===== src/rtl/con_ebus_arb_if.sv =====
// EBUS arbitration bundle: per-master request/release strobes in, grant and
// watchdog status out. The master side drives requests, the slave side is the arbiter.
interface con_ebus_arb_if #(
  parameter int unsigned NREQ = 4,
  parameter int unsigned IDW  = $clog2(NREQ)
);
  logic [NREQ-1:0] req;
  logic [NREQ-1:0] rel;
  logic            err_clr;
  logic [NREQ-1:0] grant;
  logic [IDW-1:0]  owner;
  logic            busy;
  logic            timeout_err;
  logic [IDW-1:0]  err_id;

  modport master (
    output req, rel, err_clr,
    input  grant, owner, busy, timeout_err, err_id
  );

  modport slave (
    input  req, rel, err_clr,
    output grant, owner, busy, timeout_err, err_id
  );
endinterface


===== src/rtl/con_ebus_arb.sv =====
// con_ebus_arb: NREQ-way EBUS ownership arbiter with a registered one-hot grant,
// a turnaround gap between owners and a hold watchdog that latches a sticky error.
module con_ebus_arb #(
  parameter int unsigned NREQ    = 4,
  parameter bit          RR_MODE = 1'b0,
  parameter int unsigned DEAD    = 1,
  parameter logic [15:0] TIMEOUT = 16'd255,
  parameter int unsigned IDW     = $clog2(NREQ)
) (
  input logic           clk,
  input logic           rst_n,
  con_ebus_arb_if.slave bus
);

  typedef enum logic [1:0] {
    S_IDLE  = 2'd0,
    S_OWNED = 2'd1,
    S_TURN  = 2'd2
  } state_e;

  localparam logic [15:0]     HOLD_LAST = TIMEOUT - 16'd1;
  localparam logic [15:0]     TURN_LAST = 16'(DEAD - 1);
  localparam logic [NREQ-1:0] ONE_HOT0  = {{(NREQ - 1){1'b0}}, 1'b1};

  state_e          state_q, state_d;
  logic [NREQ-1:0] grant_q, grant_d;
  logic [IDW-1:0]  owner_q, owner_d;
  logic            busy_q, busy_d;
  logic [IDW-1:0]  ptr_q, ptr_d;
  logic [15:0]     hold_q, hold_d;
  logic [15:0]     turn_q, turn_d;
  logic            err_q, err_d;
  logic [IDW-1:0]  err_id_q, err_id_d;

  logic            lo_vld_s, hi_vld_s, win_vld_s, wdog_s;
  logic [IDW-1:0]  lo_idx_s, hi_idx_s, win_idx_s;

  // Winner search: lowest set request overall, and lowest set request above the RR pointer.
  always_comb begin
    lo_vld_s = 1'b0;
    lo_idx_s = '0;
    hi_vld_s = 1'b0;
    hi_idx_s = '0;
    for (int j = int'(NREQ) - 1; j >= 0; j--) begin
      if (bus.req[j]) begin
        lo_vld_s = 1'b1;
        lo_idx_s = IDW'(j);
        if (j > int'(ptr_q)) begin
          hi_vld_s = 1'b1;
          hi_idx_s = IDW'(j);
        end else begin
          hi_vld_s = hi_vld_s;
        end
      end else begin
        lo_vld_s = lo_vld_s;
      end
    end
    win_vld_s = lo_vld_s;
    if (RR_MODE && hi_vld_s) begin
      win_idx_s = hi_idx_s;
    end else begin
      win_idx_s = lo_idx_s;
    end
  end

  // Ownership FSM next state, grant outputs, watchdog and sticky error.
  always_comb begin
    state_d  = state_q;
    grant_d  = grant_q;
    owner_d  = owner_q;
    busy_d   = busy_q;
    ptr_d    = ptr_q;
    hold_d   = hold_q;
    turn_d   = turn_q;
    err_d    = err_q;
    err_id_d = err_id_q;
    wdog_s   = 1'b0;
    case (state_q)
      S_IDLE: begin
        if (win_vld_s) begin
          state_d = S_OWNED;
          grant_d = ONE_HOT0 << win_idx_s;
          owner_d = win_idx_s;
          busy_d  = 1'b1;
          ptr_d   = win_idx_s;
          hold_d  = 16'd0;
        end else begin
          state_d = S_IDLE;
        end
      end
      S_OWNED: begin
        // An owner release beats a watchdog expiry on the same edge.
        if (bus.rel[owner_q] || !bus.req[owner_q]) begin
          state_d = S_TURN;
          grant_d = '0;
          busy_d  = 1'b0;
          turn_d  = 16'd0;
        end else if ((TIMEOUT != 16'd0) && (hold_q == HOLD_LAST)) begin
          wdog_s  = 1'b1;
          state_d = S_TURN;
          grant_d = '0;
          busy_d  = 1'b0;
          turn_d  = 16'd0;
        end else begin
          hold_d = hold_q + 16'd1;
        end
      end
      S_TURN: begin
        if (turn_q == TURN_LAST) begin
          state_d = S_IDLE;
        end else begin
          turn_d = turn_q + 16'd1;
        end
      end
      default: begin
        state_d = S_IDLE;
        grant_d = '0;
        busy_d  = 1'b0;
      end
    endcase
    // A timeout on the clear edge still records the error.
    if (bus.err_clr) begin
      err_d    = 1'b0;
      err_id_d = '0;
    end else begin
      err_d = err_d;
    end
    if (wdog_s) begin
      err_d    = 1'b1;
      err_id_d = owner_q;
    end else begin
      err_id_d = err_id_d;
    end
  end

  // State and output registers; reset drops the grant without waiting for a clock.
  always_ff @(posedge clk or negedge rst_n) begin
    if (!rst_n) begin
      state_q  <= S_IDLE;
      grant_q  <= '0;
      owner_q  <= '0;
      busy_q   <= 1'b0;
      ptr_q    <= IDW'(NREQ - 1);
      hold_q   <= 16'd0;
      turn_q   <= 16'd0;
      err_q    <= 1'b0;
      err_id_q <= '0;
    end else begin
      state_q  <= state_d;
      grant_q  <= grant_d;
      owner_q  <= owner_d;
      busy_q   <= busy_d;
      ptr_q    <= ptr_d;
      hold_q   <= hold_d;
      turn_q   <= turn_d;
      err_q    <= err_d;
      err_id_q <= err_id_d;
    end
  end

  assign bus.grant       = grant_q;
  assign bus.owner       = owner_q;
  assign bus.busy        = busy_q;
  assign bus.timeout_err = err_q;
  assign bus.err_id      = err_id_q;

endmodule


===== src/flat_wrapper.sv =====
// flat-port wrapper written by rule: the top's interface ports become plain ports
module con_ebus_arb_flat 
#(
  parameter int unsigned NREQ    = 4,
  parameter bit          RR_MODE = 1'b0,
  parameter int unsigned DEAD    = 1,
  parameter logic [15:0] TIMEOUT = 16'd255,
  parameter int unsigned IDW     = $clog2(NREQ)
)
  (clk, rst_n, bus_req, bus_rel, bus_err_clr, bus_grant, bus_owner, bus_busy, bus_timeout_err, bus_err_id);
  con_ebus_arb_if #(.NREQ(NREQ), .IDW(IDW)) bus_i ();
  input logic clk;
  input logic rst_n;
  input wire logic [$bits(bus_i.req)-1:0] bus_req;
  input wire logic [$bits(bus_i.rel)-1:0] bus_rel;
  input wire logic [$bits(bus_i.err_clr)-1:0] bus_err_clr;
  output wire logic [$bits(bus_i.grant)-1:0] bus_grant;
  output wire logic [$bits(bus_i.owner)-1:0] bus_owner;
  output wire logic [$bits(bus_i.busy)-1:0] bus_busy;
  output wire logic [$bits(bus_i.timeout_err)-1:0] bus_timeout_err;
  output wire logic [$bits(bus_i.err_id)-1:0] bus_err_id;
  assign bus_i.req = bus_req;
  assign bus_i.rel = bus_rel;
  assign bus_i.err_clr = bus_err_clr;
  assign bus_grant = bus_i.grant;
  assign bus_owner = bus_i.owner;
  assign bus_busy = bus_i.busy;
  assign bus_timeout_err = bus_i.timeout_err;
  assign bus_err_id = bus_i.err_id;
  con_ebus_arb #(.NREQ(NREQ), .RR_MODE(RR_MODE), .DEAD(DEAD), .TIMEOUT(TIMEOUT), .IDW(IDW)) u_core (.clk(clk), .rst_n(rst_n), .bus(bus_i));
endmodule

===== config.mk =====
export PLATFORM = sky130hd
export DESIGN_NAME = con_ebus_arb_flat
export DESIGN_NICKNAME = d
export VERILOG_FILES = /design/src/rtl/con_ebus_arb_if.sv /design/src/rtl/con_ebus_arb.sv /design/src/flat_wrapper.sv
export SDC_FILE = /design/constraint.sdc
export NUM_CORES = 1
export LEC_CHECK = 0
export ABC_CLOCK_PERIOD_IN_PS = 2400
export BUFFER_PORTS_ARGS = -buffer_cell sky130_fd_sc_hd__clkbuf_2
export CAP_MARGIN = 0
export CORE_MARGIN = 2
export CORE_UTILIZATION = 45
export CTS_BUF_LIST = sky130_fd_sc_hd__clkbuf_16
export DETAILED_ROUTE_END_ITERATION = 6
export GPL_TIMING_DRIVEN = 0
export PLACE_DENSITY = 0.71
export REMOVE_ABC_BUFFERS = 1
export SLEW_MARGIN = 5
export SYNTH_ARGS = -nofsm -noshare
export SYNTH_HDL_FRONTEND = slang
export SYNTH_SLANG_ARGS = --single-unit

===== constraint.sdc =====
create_clock -name clk -period 2.4 [get_ports clk]
set_input_delay 0.24 -clock clk [delete_from_list [all_inputs] [get_ports clk]]
set_output_delay 0.24 -clock clk [all_outputs]
set_load 0.05 [all_outputs]

==> impl_results.md, run 1 <==
- Pwr/cell area: 937 nW/um^2
- Initial Utilization: 46.4%
- Max Used Layer: met4
- Die area: 6260 sq um
- Highest fanout seen on the critical path: 11
- WL/cell: approximately 15 um
- Core area: 5470 sq um
- Worst rel slew slack: 26.1%
- Hold Vio Cnt, Final: 0
- FF-to-FF path depth: 6
- Vias in the first global route: 2,053
- # port buffers: 20
- GRT Total Usage: around 19%
- First-pass GRT wire length: just under 10,000 um
- Asr flop ratio synth: 100%
- # placed instances: around 350
- Die H: 79.1 um
- Via density: slightly above 6
- Non-filler cells in the finished layout: approximately 360
- Post-Place Setup Slack: -236 ps
- Top post-synthesis cells by area: dfrtp_1 43%, o21ai_0 5.1%, o31ai_1 3.8%
- DRC viols: 0
- Detailed Route Iter0 Violations: 225
- Fin crit share: between 90% and 100%
- Worst skew pair latency: just under 300 ps
- FP Rows: 27
- WL met3: 259 um
- Total CTS buffers: 5
- Share of cells above drive strength 1: 13.1%
- CP cell instances: inv_1 > ha_1 > clkinv_2 > or4b_1 > o211ai_1 > o31ai_1
- FF+latch count, synth: 44
- Yosys Warn Count: 0
- NumNets Final: just over 300
- Setup violations, final: 0
- Final worst path period need: around 2400 ps
- Reg2reg setup slack: 40 ps
- EDFF count, synth: 0
- Critical path start-end classification: flip-flop to flip-flop
- CTS tree: built
- Antenna violations before repair: 0
- Crit path max-delay cell type: or4b_1
- CP arrival: 2530 ps
- PnR worst setup slack: 38.8 ps
- Final WL: between 5000 and 6000 um
- Setup crit end kind: flip-flop
- CP peak stage delay: 680 ps
- Clock root cell: clkbuf_16
- Clock Sinks: between 40 and 50
- Largest net degree at the start of global routing: 45
- Share of the synthesized area in the top cell type: 43.3%
- Register area share after synthesis: 43.3%
- Max Clk Rate: 424 MHz
- Total power: 2.70 mW
- Critical path launch point type: flip-flop
- TritonRoute pass-1 iters: 5
- Ports: 21
- WL met2: 2530 um
- Final setup skew: 7.62 ps
- Final Util: 52.7%
- Post-synth top area cell: dfrtp_1
- Synth Cell Area: ~2500 sq um
- Commonest cells after routing, fill and taps aside: 44 x dfrtp_1, 26 x o21ai_0, 21 x nand2_1
- Status: finished clean
- Grt ovf: 0
- WP data required: about 2600 ps
- Synth-to-Final Area Change: 13.4%
- Antenna-violating nets left: 0
- Die Wd: 79.1 um
- Unrepaired setup endpoints after global routing: yes
- Vias after detailed routing: between 2,000 and 2,500
- Slew @ Worst Pin: roughly 1100 ps
- Filler cells: 516
- CTS clk-pin slew, worst paths: around 60 ps
- Leakage power: 1.20 nW
- Top FF cell, synth: dfrtp_1
- Synth Instances: around 270
- Max-slew violations: 0
- Synth unique cells: 50
- Commonest non-fill, non-tap cell in the layout: dfrtp_1
- Max H-tree Level: 2
- Antenna diode count: 0
- Syn avg cell area: 9.34 sq um
- CTS max path bufs: 2
- Setup_tns: 0 ps
- Worst-case vdd ir drop: 0.000668 V
- Hpwl dp: about 3800 um
- M1 wire length: 2660 um
- Hold crit path type: input port to asynchronous set/reset pin
- Max_cap viols: 0
- RD Place Congestion: 0.855
## worst max-delay path, delay by kind of cell, from the launching register on
family                     cells  cell delay [ps]
buffers and inverters          2              380
AOI/OAI and AO/OA              2              300
DFF                            1              400
and+or+nand+nor                1              680
adders and majority gates      1              480
## cell families (layout without fill, tap and decap cells)
group	after synthesis	in the layout	synth area share [%]
AOI/OAI and AO/OA	80	80	21.5
adders and majority gates	7	7	3.45
buffers and inverters	24	43	3.59
DFF	44	44	43.3
muxes	9	9	4.58
and+or+nand+nor	108	108	23.5
## synth_stat cells (all sizes together) (4+ instances only)
master and number:
o21ai 28, nor2 12, inv 13, a21oi 7
nor3 7, a31oi 4, o31ai 14, o41ai 4
nand3 15, ha 7, nand4 9, nor4 7
nand2 21, clkbuf 9, nor2b 7, nand2b 6
mux2i 6, dfrtp 44, and2 7
## report_power, final
part / switching, mW / internal, mW / total, mW
registers: 0.0648 / 0.825 / 0.890
logic: 0.765 / 0.387 / 1.15
clock network: 0.281 / 0.378 / 0.659
total: 1.11 / 1.59 / 2.70
## sequential cells by signal (all words and copies together) (netlist names)
| register | cells |
|---|---|
| u_core.bus.grant | 4 |
| u_core.bus.busy | 1 |
| u_core.state_q | 2 |
| u_core.bus.err_id | 2 |
| u_core.bus.timeout_err | 1 |
| u_core.turn_q | 16 |
| u_core.hold_q | 16 |
| u_core.bus.owner | 2 |
## worst paths after layout
| check | from | to |
|---|---|---|
| setup / recovery | u_core.state_q[1]$_DFFE_PN0P_ | u_core.hold_q[15]$_DFFE_PN0P_ |
| hold / removal | rst_n | u_core.turn_q[11]$_DFFE_PN0P_ |
| setup reg to reg | u_core.state_q[1]$_DFFE_PN0P_ | u_core.hold_q[15]$_DFFE_PN0P_ |
| hold reg to reg | u_core.bus.grant[0]$_DFFE_PN0P_ | u_core.bus.grant[0]$_DFFE_PN0P_ |
| max in group asynchronous | rst_n | u_core.bus.err_id[1]$_DFFE_PN0P_ |
| min in group clk | bus_err_clr | u_core.bus.timeout_err$_DFFE_PN0P_ |
## area by class of cell
class                   instances  area [sq um]  share of cell area (%)
clock buffers                   5           125                    4.34
clock inverters                 3          15.0                   0.521
inverters                      14          53.8                    1.87
multi-input cells             204          1380                    47.8
flip-flops and latches         44          1100                    38.2
well taps                      72          90.1                    3.13
repair buffers                 21           120                    4.17
## metrics by stage
step           hold slack (ps)  instance area [sq um]
2_1_floorplan            -55.6                   2500
3_3_place_gp               454                   2690
3_5_place_dp               463                   2690
4_1_cts                    164                   2850
5_1_grt                    185                   2880
6_report                   151                   2880
## layer usage
layer,GRT usage [%],up-vias
met1,26.9,1063
met4,7.59,0
met2,30.0,63
li1,-,1076
met5,0,-
met3,3.18,11
## what timing repair did
item                       in CTS  in global routing
pin swaps                       0                  1
hold buffers                    0                  0
resized for setup               4                  3
buffers inserted                0                  1
setup endpoints to repair      23                 25
hold endpoints to repair        0                  0
Note: power is estimated with default switching activity, not from simulation.
==> run 2: changes to the inputs <==
ABC_CLOCK_PERIOD_IN_PS = 2690   (was 2400)
clock period = 2.69 ns   (was 2.4 ns; I/O delays follow)
==> run 2 against run 1 <==
  * Via count about the same
  * Global-route usage unchanged
  * Sequential power down 11%
  * Critical path depth is 1 higher
  * First-iteration DRC count is 0.89% lower
  * Largest power group unchanged
  * Highest routed layer unchanged
==> impl_results.md, run 2 (synthesis gave the netlist of run 1 again) <==
- # placed instances: 354 (unchanged)
- Final setup skew: 7.62 ps (+0.00402 ps)
- Final WL: 5580 um (+0.25%)
- Slew @ Worst Pin: 1110 ps (+1.68 ps)
- Worst R2R Start: u_core.state_q[0]$_DFFE_PN0P_
- Antenna diode count: 0 (unchanged)
- Initial Utilization: 46.4% (unchanged)
- Commonest non-fill, non-tap cell in the layout: dfrtp_1
- FF-to-FF path depth: 7 (+1)
- Setup violations, final: 0 (unchanged)
- CTS tree: built
- # port buffers: 20 (unchanged)
- Max-slew violations: 0 (unchanged)
- PnR worst setup slack: 190 ps (+151 ps)
- WP data required: 2920 ps (+350 ps)
- Worst-case vdd ir drop: 0.000639 V (-4.3%)
- Post-Place Setup Slack: 53.7 ps (+290 ps)
- CP arrival: 2730 ps (+200 ps)
- CTS max path bufs: 2 (unchanged)
- Clock Sinks: 44 (unchanged)
- Via density: 6.11 (+0.23%)
- Die area: 6260 sq um (unchanged)
- Critical Path Source: u_core.state_q[0]$_DFFE_PN0P_
- CTS clk-pin slew, worst paths: 60 ps (about the same)
- Max_cap viols: 0 (unchanged)
- Fin crit share: 92.9% (-5.5 points)
- Max Used Layer: met4
- CP cell instances: inv_1 > ha_1 > or3b_1 > or3_1 > and2_1 > nor2_1 > o22a_1
- Core area: 5470 sq um (unchanged)
- Reg2Reg Capture Point: u_core.hold_q[2]$_DFFE_PN0P_
- Grt ovf: 0 (unchanged)
- Synth-to-Final Area Change: 12.0%
- Highest fanout seen on the critical path: 11 (unchanged)
- Crit path max-delay cell type: or3b_1
- Total power: 2.32 mW (-14%)
- Clock root cell: clkbuf_16
- End of the critical path: u_core.hold_q[2]$_DFFE_PN0P_
- Leakage power: 1.19 nW (-1.0%)
- Antenna violations before repair: 0 (unchanged)
- Post-CTS Setup Inserts: 0 (unchanged)
- Setup_tns: 0 ps (unchanged)
- Share of cells above drive strength 1: 11.4% (-1.7 points)
- Vias in the first global route: 2,054 (+0.049%)
- Critical path launch point type: flip-flop
- Max H-tree Level: 2 (unchanged)
- GRT Total Usage: 19.3% (unchanged)
- NumNets Final: 307 (-0.32%)
- Setup crit end kind: flip-flop
- Commonest cells after routing, fill and taps aside: 44 x dfrtp_1, 26 x o21ai_0, 21 x nand2_1
- Hold crit path type: input port to asynchronous set/reset pin
- Reg2reg setup slack: 190 ps (+150 ps)
- Total CTS buffers: 5 (unchanged)
- Largest net degree at the start of global routing: 45 (unchanged)
- Pwr/cell area: 814 nW/um^2 (-13%)
- Worst skew pair latency: 290 ps (about the same)
- Detailed Route Iter0 Violations: 223 (-0.89%)
- RD Place Congestion: 0.855 (unchanged)
- CP peak stage delay: 440 ps (-240 ps)
- Antenna-violating nets left: 0 (unchanged)
- Die H: 79.1 um (unchanged)
- Non-filler cells in the finished layout: 362 (-0.28%)
- WL met2: 2500 um (-1.1%)
- Vias after detailed routing: 2,212 (-0.045%)
- Critical path start-end classification: flip-flop to flip-flop
- FP Rows: 27 (unchanged)
- Hpwl dp: 3800 um (unchanged)
- Hold Vio Cnt, Final: 0 (unchanged)
- TritonRoute pass-1 iters: 4 (-1)
- M1 wire length: 2730 um (+2.5%)
- WL met3: 235 um (-9.3%)
- Die Wd: 79.1 um (unchanged)
- Final Util: 52.0% (-0.66 points)
- Status: finished clean
- Worst rel slew slack: 26.0% (-0.11 points)
- Max Clk Rate: 400 MHz (-5.5%)
- Unrepaired setup endpoints after global routing: no
- First-pass GRT wire length: 9640 um (unchanged)
- Final worst path period need: 2500 ps (+139 ps)
- DRC viols: 0 (unchanged)
- WL/cell: 15.4 um (+0.53%)
- Ports: 21 (unchanged)
## run 2: cell types whose count changed in the layout (fill, tap and decap cells not counted), sizes merged
| cell | previous run | this run |
|---|---|---|
| buf | 1 | 0 |
## run 2: repair_timing
action | CTS | global route
resized for setup | 1 | 1
hold buffers | 0 | 0
endpoints found under the setup margin | 1 | 2
## run 2: worst min-delay path by stage
stage / from / to / slack (ps) / depth (start not counted)
floorplan: rst_n / u_core.bus.busy$_DFFE_PN0P_ / -30 / 0
global placement: bus_err_clr / u_core.bus.timeout_err$_DFFE_PN0P_ / 480 / 2
detailed placement: u_core.hold_q[15]$_DFFE_PN0P_ / u_core.hold_q[15]$_DFFE_PN0P_ / 490 / 1
CTS: bus_err_clr / u_core.bus.timeout_err$_DFFE_PN0P_ / 190 / 2
global route: bus_err_clr / u_core.bus.timeout_err$_DFFE_PN0P_ / 210 / 2
finish: rst_n / u_core.turn_q[13]$_DFFE_PN0P_ / 180 / 1
## run 2: where the power goes
| part | switching [mW] | leakage, nW | internal (mW) |
|---|---|---|---|
| Combinational | 0.657 | 0.517 | 0.278 |
| Clock | 0.249 | 0.0687 | 0.338 |
| Sequential | 0.0590 | 0.602 | 0.736 |
| Total | 0.966 | 1.19 | 1.35 |
## run 2: area by class of cell
class                   count  area (sq um)
clock buffers               5           125
clock inverters             3          15.0
fillers                   518          2630
inverters                  14          52.6
multi-input cells         204          1360
flip-flops and latches     44          1100
well taps                  72          90.1
repair buffers             20           100
## run 2: metal layers
layer / vias to the layer above / global-route usage (%)
li1: 1078 / -
met1: 1072 / 26.9
met2: 51 / 30.0
met3: 11 / 3.18
met4: 0 / 7.59
met5: - / 0
## run 2: critical path, delay by kind of cell, from the launching register on
kind            cells  cell delay [ps]
buf+inv             1              100
fa+ha+maj           1              380
flops               1              400
compound gates      1              210
simple gates        4             1370
## run 2: through the flow
stage	hold slack [ps]	area [sq um]
floorplan	-26.6	2500
global placement	483	2690
detailed placement	486	2690
CTS	193	2840
global route	214	2850
finish	180	2850
